<file path="config.mk">
export PLATFORM = sky130hd
export DESIGN_NAME = mips_run_ctrl
export DESIGN_NICKNAME = d
export VERILOG_FILES = /design/src/rtl/mips_run_ctrl.sv
export SDC_FILE = /design/constraint.sdc
export NUM_CORES = 1
export LEC_CHECK = 0
export ABC_AREA = 1
export CELL_PAD_IN_SITES_DETAIL_PLACEMENT = 0
export CELL_PAD_IN_SITES_GLOBAL_PLACEMENT = 1
export CORE_MARGIN = 4
export CORE_UTILIZATION = 23
export DETAILED_ROUTE_END_ITERATION = 10
export PLACE_DENSITY_LB_ADDON = 0.1
export SLEW_MARGIN = 20
export SYNTH_ARGS = -nofsm -noshare
export SYNTH_HDL_FRONTEND = slang
export SYNTH_SLANG_ARGS = --single-unit
</file>
<file path="constraint.sdc">
create_clock -name clk1 -period 1.8 [get_ports clk1]
set_input_delay 0.18 -clock clk1 [delete_from_list [all_inputs] [get_ports clk1]]
set_output_delay 0.18 -clock clk1 [all_outputs]
set_load 0.005 [all_outputs]
</file>
<file path="src/rtl/mips_run_ctrl.sv">
// Run controller for pipe_MIPS32: load image, init core, run until HLT/watchdog, dump registers.
// Optional single-step gating of the core clock-enable when MIPS_RUN_CTRL_STEP_EN is defined.
module mips_run_ctrl #(
    parameter int unsigned ADDR_W     = 10,
    parameter int unsigned CNT_W      = 16,
    parameter int unsigned MAX_CYCLES = 1000,
    parameter int unsigned DUMP_REGS  = 6
) (
`ifdef MIPS_RUN_CTRL_STEP_EN
    input  logic              step_mode,
    input  logic              step,
`endif
    input  logic              clk1,
    input  logic              rst,
    input  logic              start,
    input  logic              ld_valid,
    output logic              ld_ready,
    input  logic [31:0]       ld_data,
    input  logic              ld_last,
    output logic              mem_we,
    output logic [ADDR_W-1:0] mem_addr,
    output logic [31:0]       mem_wdata,
    output logic              cpu_init,
    output logic              cpu_run,
    input  logic              cpu_halted,
    output logic [4:0]        reg_raddr,
    input  logic [31:0]       reg_rdata,
    output logic              dump_valid,
    input  logic              dump_ready,
    output logic [4:0]        dump_idx,
    output logic [31:0]       dump_data,
    output logic              busy,
    output logic              done,
    output logic              timeout,
    output logic [CNT_W-1:0]  cycle_count
);

    typedef enum logic [2:0] {StIdle, StLoad, StInit, StRun, StDump, StDone} state_e;

    state_e              state_q, state_d;
    logic [ADDR_W-1:0]   addr_q, addr_d;
    logic [4:0]          idx_q, idx_d;
    logic [CNT_W-1:0]    cycle_q, cycle_d;
    logic                timeout_q, timeout_d;
    logic                run_en;
    logic [CNT_W-1:0]    cnt_inc;

    always_ff @(posedge clk1 or posedge rst) begin
        if (rst) begin
            state_q   <= StIdle;
            addr_q    <= '0;
            idx_q     <= '0;
            cycle_q   <= '0;
            timeout_q <= 1'b0;
        end else begin
            state_q   <= state_d;
            addr_q    <= addr_d;
            idx_q     <= idx_d;
            cycle_q   <= cycle_d;
            timeout_q <= timeout_d;
        end
    end

`ifdef MIPS_RUN_CTRL_STEP_EN
    assign run_en = !step_mode || step;
`else
    assign run_en = 1'b1;
`endif

    assign cnt_inc     = cycle_q + 1'b1;
    assign cycle_count = cycle_q;
    assign timeout     = timeout_q;

    always_comb begin
        state_d    = state_q;
        addr_d     = addr_q;
        idx_d      = idx_q;
        cycle_d    = cycle_q;
        timeout_d  = timeout_q;
        ld_ready   = 1'b0;
        mem_we     = 1'b0;
        mem_addr   = '0;
        mem_wdata  = '0;
        cpu_init   = 1'b0;
        cpu_run    = 1'b0;
        reg_raddr  = '0;
        dump_valid = 1'b0;
        dump_idx   = '0;
        dump_data  = '0;
        busy       = 1'b0;
        done       = 1'b0;

        unique case (state_q)
            StIdle, StDone: begin
                done = (state_q == StDone);
                if (start) begin
                    state_d   = StLoad;
                    addr_d    = '0;
                    timeout_d = 1'b0;
                    cycle_d   = '0;
                end
            end
            StLoad: begin
                busy      = 1'b1;
                ld_ready  = 1'b1;
                mem_addr  = addr_q;
                mem_wdata = ld_data;
                if (ld_valid) begin
                    mem_we = 1'b1;
                    addr_d = addr_q + 1'b1;
                    // Accepting the top address ends the load; the wrapped address is never written.
                    if (ld_last || (addr_q == '1)) begin
                        state_d = StInit;
                    end
                end
            end
            StInit: begin
                busy     = 1'b1;
                cpu_init = 1'b1;
                cycle_d  = '0;
                idx_d    = '0;
                state_d  = StRun;
            end
            StRun: begin
                busy    = 1'b1;
                cpu_run = run_en;
                if (run_en) begin
                    cycle_d = cnt_inc;
                end
                // Halt takes priority over the watchdog in the same cycle.
                if (cpu_halted) begin
                    state_d = StDump;
                end else if (run_en && (cnt_inc >= CNT_W'(MAX_CYCLES))) begin
                    timeout_d = 1'b1;
                    state_d   = StDump;
                end
            end
            StDump: begin
                busy       = 1'b1;
                reg_raddr  = idx_q;
                dump_valid = 1'b1;
                dump_idx   = idx_q;
                dump_data  = reg_rdata;
                if (dump_ready) begin
                    if (idx_q == 5'(DUMP_REGS - 1)) begin
                        idx_d   = '0;
                        state_d = StDone;
                    end else begin
                        idx_d = idx_q + 5'd1;
                    end
                end
            end
            default: state_d = StIdle;
        endcase
    end

endmodule
</file>
==> summary.md <==
| Metric | Value |
|---|---|
| Run status | `finished, violations left` |
| Violated checks | `negative setup slack` |
| Max-cap violations | `0` |
| Max Clock Skew | `9.57 ps` |
| Area of the multi-input gates | `0.00168 mm^2` |
| Crit path launch type | `flop` |
| Hold buffers post-CTS | `0` |
| Sink Count | `35` |
| Std-Cell Rows | `39` |
| Period minus WS final | `1810 ps` |
| Switching power of the nets | `approximately 2.3 mW` |
| Sw Ratio | `40.8%` |
| Fin crit share | `101%` |
| Crit. End Element | `output port` |
| I/O pins | `179` |
| Most frequent cells in the layout | `inv_1, clkdlybuf4s50_1, buf_2` |
| Max FO, Critical Path | `11` |
| Most common cell after layout, fill and taps aside | `inv_1` |
| RSZ-0062 raised after global routing | `true` |
| Vias per cell | `4.33` |
| Hold WC Path Type | `primary input to asynchronous set/reset pin` |
| Post-synth EDFFs | `0` |
| CP max-delay cell | `dfrtp_2` |
| First-pass GRT wire length | `17100 um` |
| CTS clock-pin slew for the worst setup and hold paths | `~60 ps` |
| Mean area per synthesized cell | `6.19 um^2` |
| Largest net degree at the start of global routing | `36` |
| Kind of critical path | `flop to output port` |
| Growth of design area from synthesis to finish | `94.8%` |
| Endpoints failing hold | `0` |
| DR pass1 iterations | `4` |
| CP cell instances | `buf_6 > nor3_4 > clkinv_4 > clkbuf_16 > nand3_1 > buf_2` |
| Mapped Nets | `519` |
| Distinct cells, synth | `36` |
| TritonCTS clock tree | `yes` |
| Worst hold slack | `~320 ps` |
| Clock power frac | `17.6%` |
| Internal power | `3.34 mW` |
| PwrDens | `1050 mW/mm^2` |
| Final slew viol count | `0` |
| Drt drc | `0` |
| R2r setup slk | `0 ps` |
| # setup viols final | `3` |
| Core Area | `0.0116 mm^2` |
| CP bufs+invs | `4` |
| Share of flip-flops with an asynchronous set or reset | `100%` |
| Register area | `878 um^2` |
| Leakage power | `between 2 and 3 nW` |
| Gr ovfl total | `0` |
| Worst R2R Start | `state_q[2]$_DFFE_PP0P_` |
| Filler Cells Inserted | `1216` |
| Final Power | `5.64 mW` |
| CTS H-Tree Depth | `2` |
| Overall Global Routing Usage | `approximately 15%` |
| Detail Placement HPWL | `~8600 um` |
| Synth warn | `0` |
| Non-Filler Instances | `821` |
| Total CTS buffers | `5` |
| Worst EP required | `around 1600 ps` |
| Crit-path leading delay family | `buffers and inverters` |
| WL/cell | `13.8 um` |
| Final core utilization | `46.3%` |
| Max-slew headroom | `about two thirds` |
| Synth Instances | `444` |
| Top_reg_cell synth | `dfrtp_1` |
| Fmax | `around 550 MHz` |
| Worst IR Drop VDD | `0.390 mV` |
| Vias | `3557` |
| Vias in the first global route | `around 3400` |
| Clock Latency Late Sink | `280 ps` |
| Sequential Power Share | `between 10% and 20%` |
| Delay of the slowest critical-path stage | `420 ps` |
| Setup TNS Final | `-17.0 ps` |
| Synthesized flop and latch total | `35` |
| Post-synthesis sequential area ratio | `31.9%` |
| Initial antenna violation count | `0` |
| Share of layout cells above drive strength 1 | `38.1%` |
| Die Y-Extent | `117 um` |
| NumNets Final | `752` |
| Die Span X | `117 um` |
| Routability congestion estimate | `0.795` |
| Input/output buffers | `~180` |
| Starting DRT DRC Count | `116` |
| Full die area | `0.0138 mm^2` |
| Final worst slack | `-12.7 ps` |
| Combinational power share | `65.1%` |
| Initial Util | `between 20% and 30%` |
| Reg2reg end | `addr_q[9]$_DFFE_PP0P_` |
| Signal arrival time at the worst endpoint | `1630 ps` |
| ANT nets after route | `0` |
| Root Driver | `clkbuf_16` |
| Worst Tran Pin Value | `471 ps` |
| WL final | `11300 um` |
| Placed insts | `between 700 and 800` |
| Synthesized area | `~0.0027 mm^2` |
| R2r worst-path depth | `14` |
| ANT cells | `0` |
| Max clock buf depth | `2` |
==> worst min-delay path, delay by kind of cell <==
family | cells | cell delay [ps]
buffers and inverters | 3 | 850
==> power groups by stage <==
stage                     combinational, mW  sequential [mW]  clock [mW]
after floorplan                        1.27            0.998           0
after global placement                 3.17            0.982           0
after detailed placement               3.17            0.980           0
after CTS                              3.05            0.965        1.02
after global routing                   4.02            0.984        1.05
final                                  3.68            0.973       0.994
==> final cells by class <==
class	instances	area share [%]
Inverter	116	8.36
Tap cell	143	3.34
Multi-Input combinational cell	278	31.3
Timing Repair Buffer	241	37.5
Clock buffer	5	2.34
Clock inverter	3	0.818
Sequential cell	35	16.4
==> state kept, by name, indices dropped and copies added, names as in the netlist <==
| register | count |
|---|---|
| cycle_count | 16 |
| idx_q | 5 |
| addr_q | 10 |
| state_q | 3 |
| timeout | 1 |
==> worst max path at each step <==
stage,start,end,slack [ps],depth (start not counted)
after floorplan,state_q[2]$_DFFE_PP0P_,reg_raddr[0],100,7
after global placement,state_q[2]$_DFFE_PP0P_,reg_raddr[1],-70,6
after detailed placement,state_q[2]$_DFFE_PP0P_,reg_raddr[1],-50,6
after CTS,state_q[1]$_DFFE_PP0P_,reg_raddr[0],-40,6
after global routing,cycle_count[1]$_DFFE_PP0P_,state_q[2]$_DFFE_PP0P_,-190,11
final,state_q[1]$_DFFE_PP0P_,busy,-10,6
==> per-stage QoR <==
step                      area (um^2)  setup slack, ps
final                            5360            -12.7
after CTS                        5090            -42.2
after detailed placement         4940            -53.0
after floorplan                  2750             99.7
after global placement           4940            -69.7
after global routing             5360             -189
==> metal layers <==
metal / track usage (%) / vias up / part of all wire [%]
met5: 0 / - / 0
met3: 3.85 / 21 / 5.6
met2: 27.6 / 117 / 53
met1: 17.3 / 1615 / 39
li1: - / 1804 / -
met4: 3.01 / 0 / 2.5
==> cell usage after synthesis, drive strengths merged, types with 6 or more instances <==
library cell,number,area [um^2]
nand3,21,110
clkbuf,6,22.5
nand4,9,56.3
a21oi,11,58.8
o21ai,19,110
nor2,114,463
inv,116,435
o22ai,10,62.6
nand2,70,290
buf,9,56.3
dfrtp,35,876
nor3,7,51.3
==> timing repair <==
| action | 4_1_cts | 5_1_grt |
|---|---|---|
| hold endpoints to repair | 0 | 0 |
| gates resized for setup | 205 | 231 |
| pin swaps | 5 | 29 |
| setup buffers | 9 | 15 |
| cloned | 0 | 5 |
| endpoints found under the setup margin | 92 | 74 |
==> logic make-up (layout without fill, tap and decap cells) <==
| logic type | Yosys count | in the layout | share of synthesized area, % |
|---|---|---|---|
| AND/OR/NAND/NOR | 223 | 223 | 35.8 |
| adder cells (fa/ha/maj) | 4 | 4 | 1.82 |
| flip-flops | 35 | 35 | 31.9 |
| buffers and inverters | 131 | 365 | 18.7 |
| multiplexers | 1 | 1 | 0.364 |
| XOR/XNOR | 5 | 5 | 1.59 |
| AO/OA/AOI/OAI | 45 | 45 | 9.83 |
Note: power is estimated with default switching activity, not from simulation.
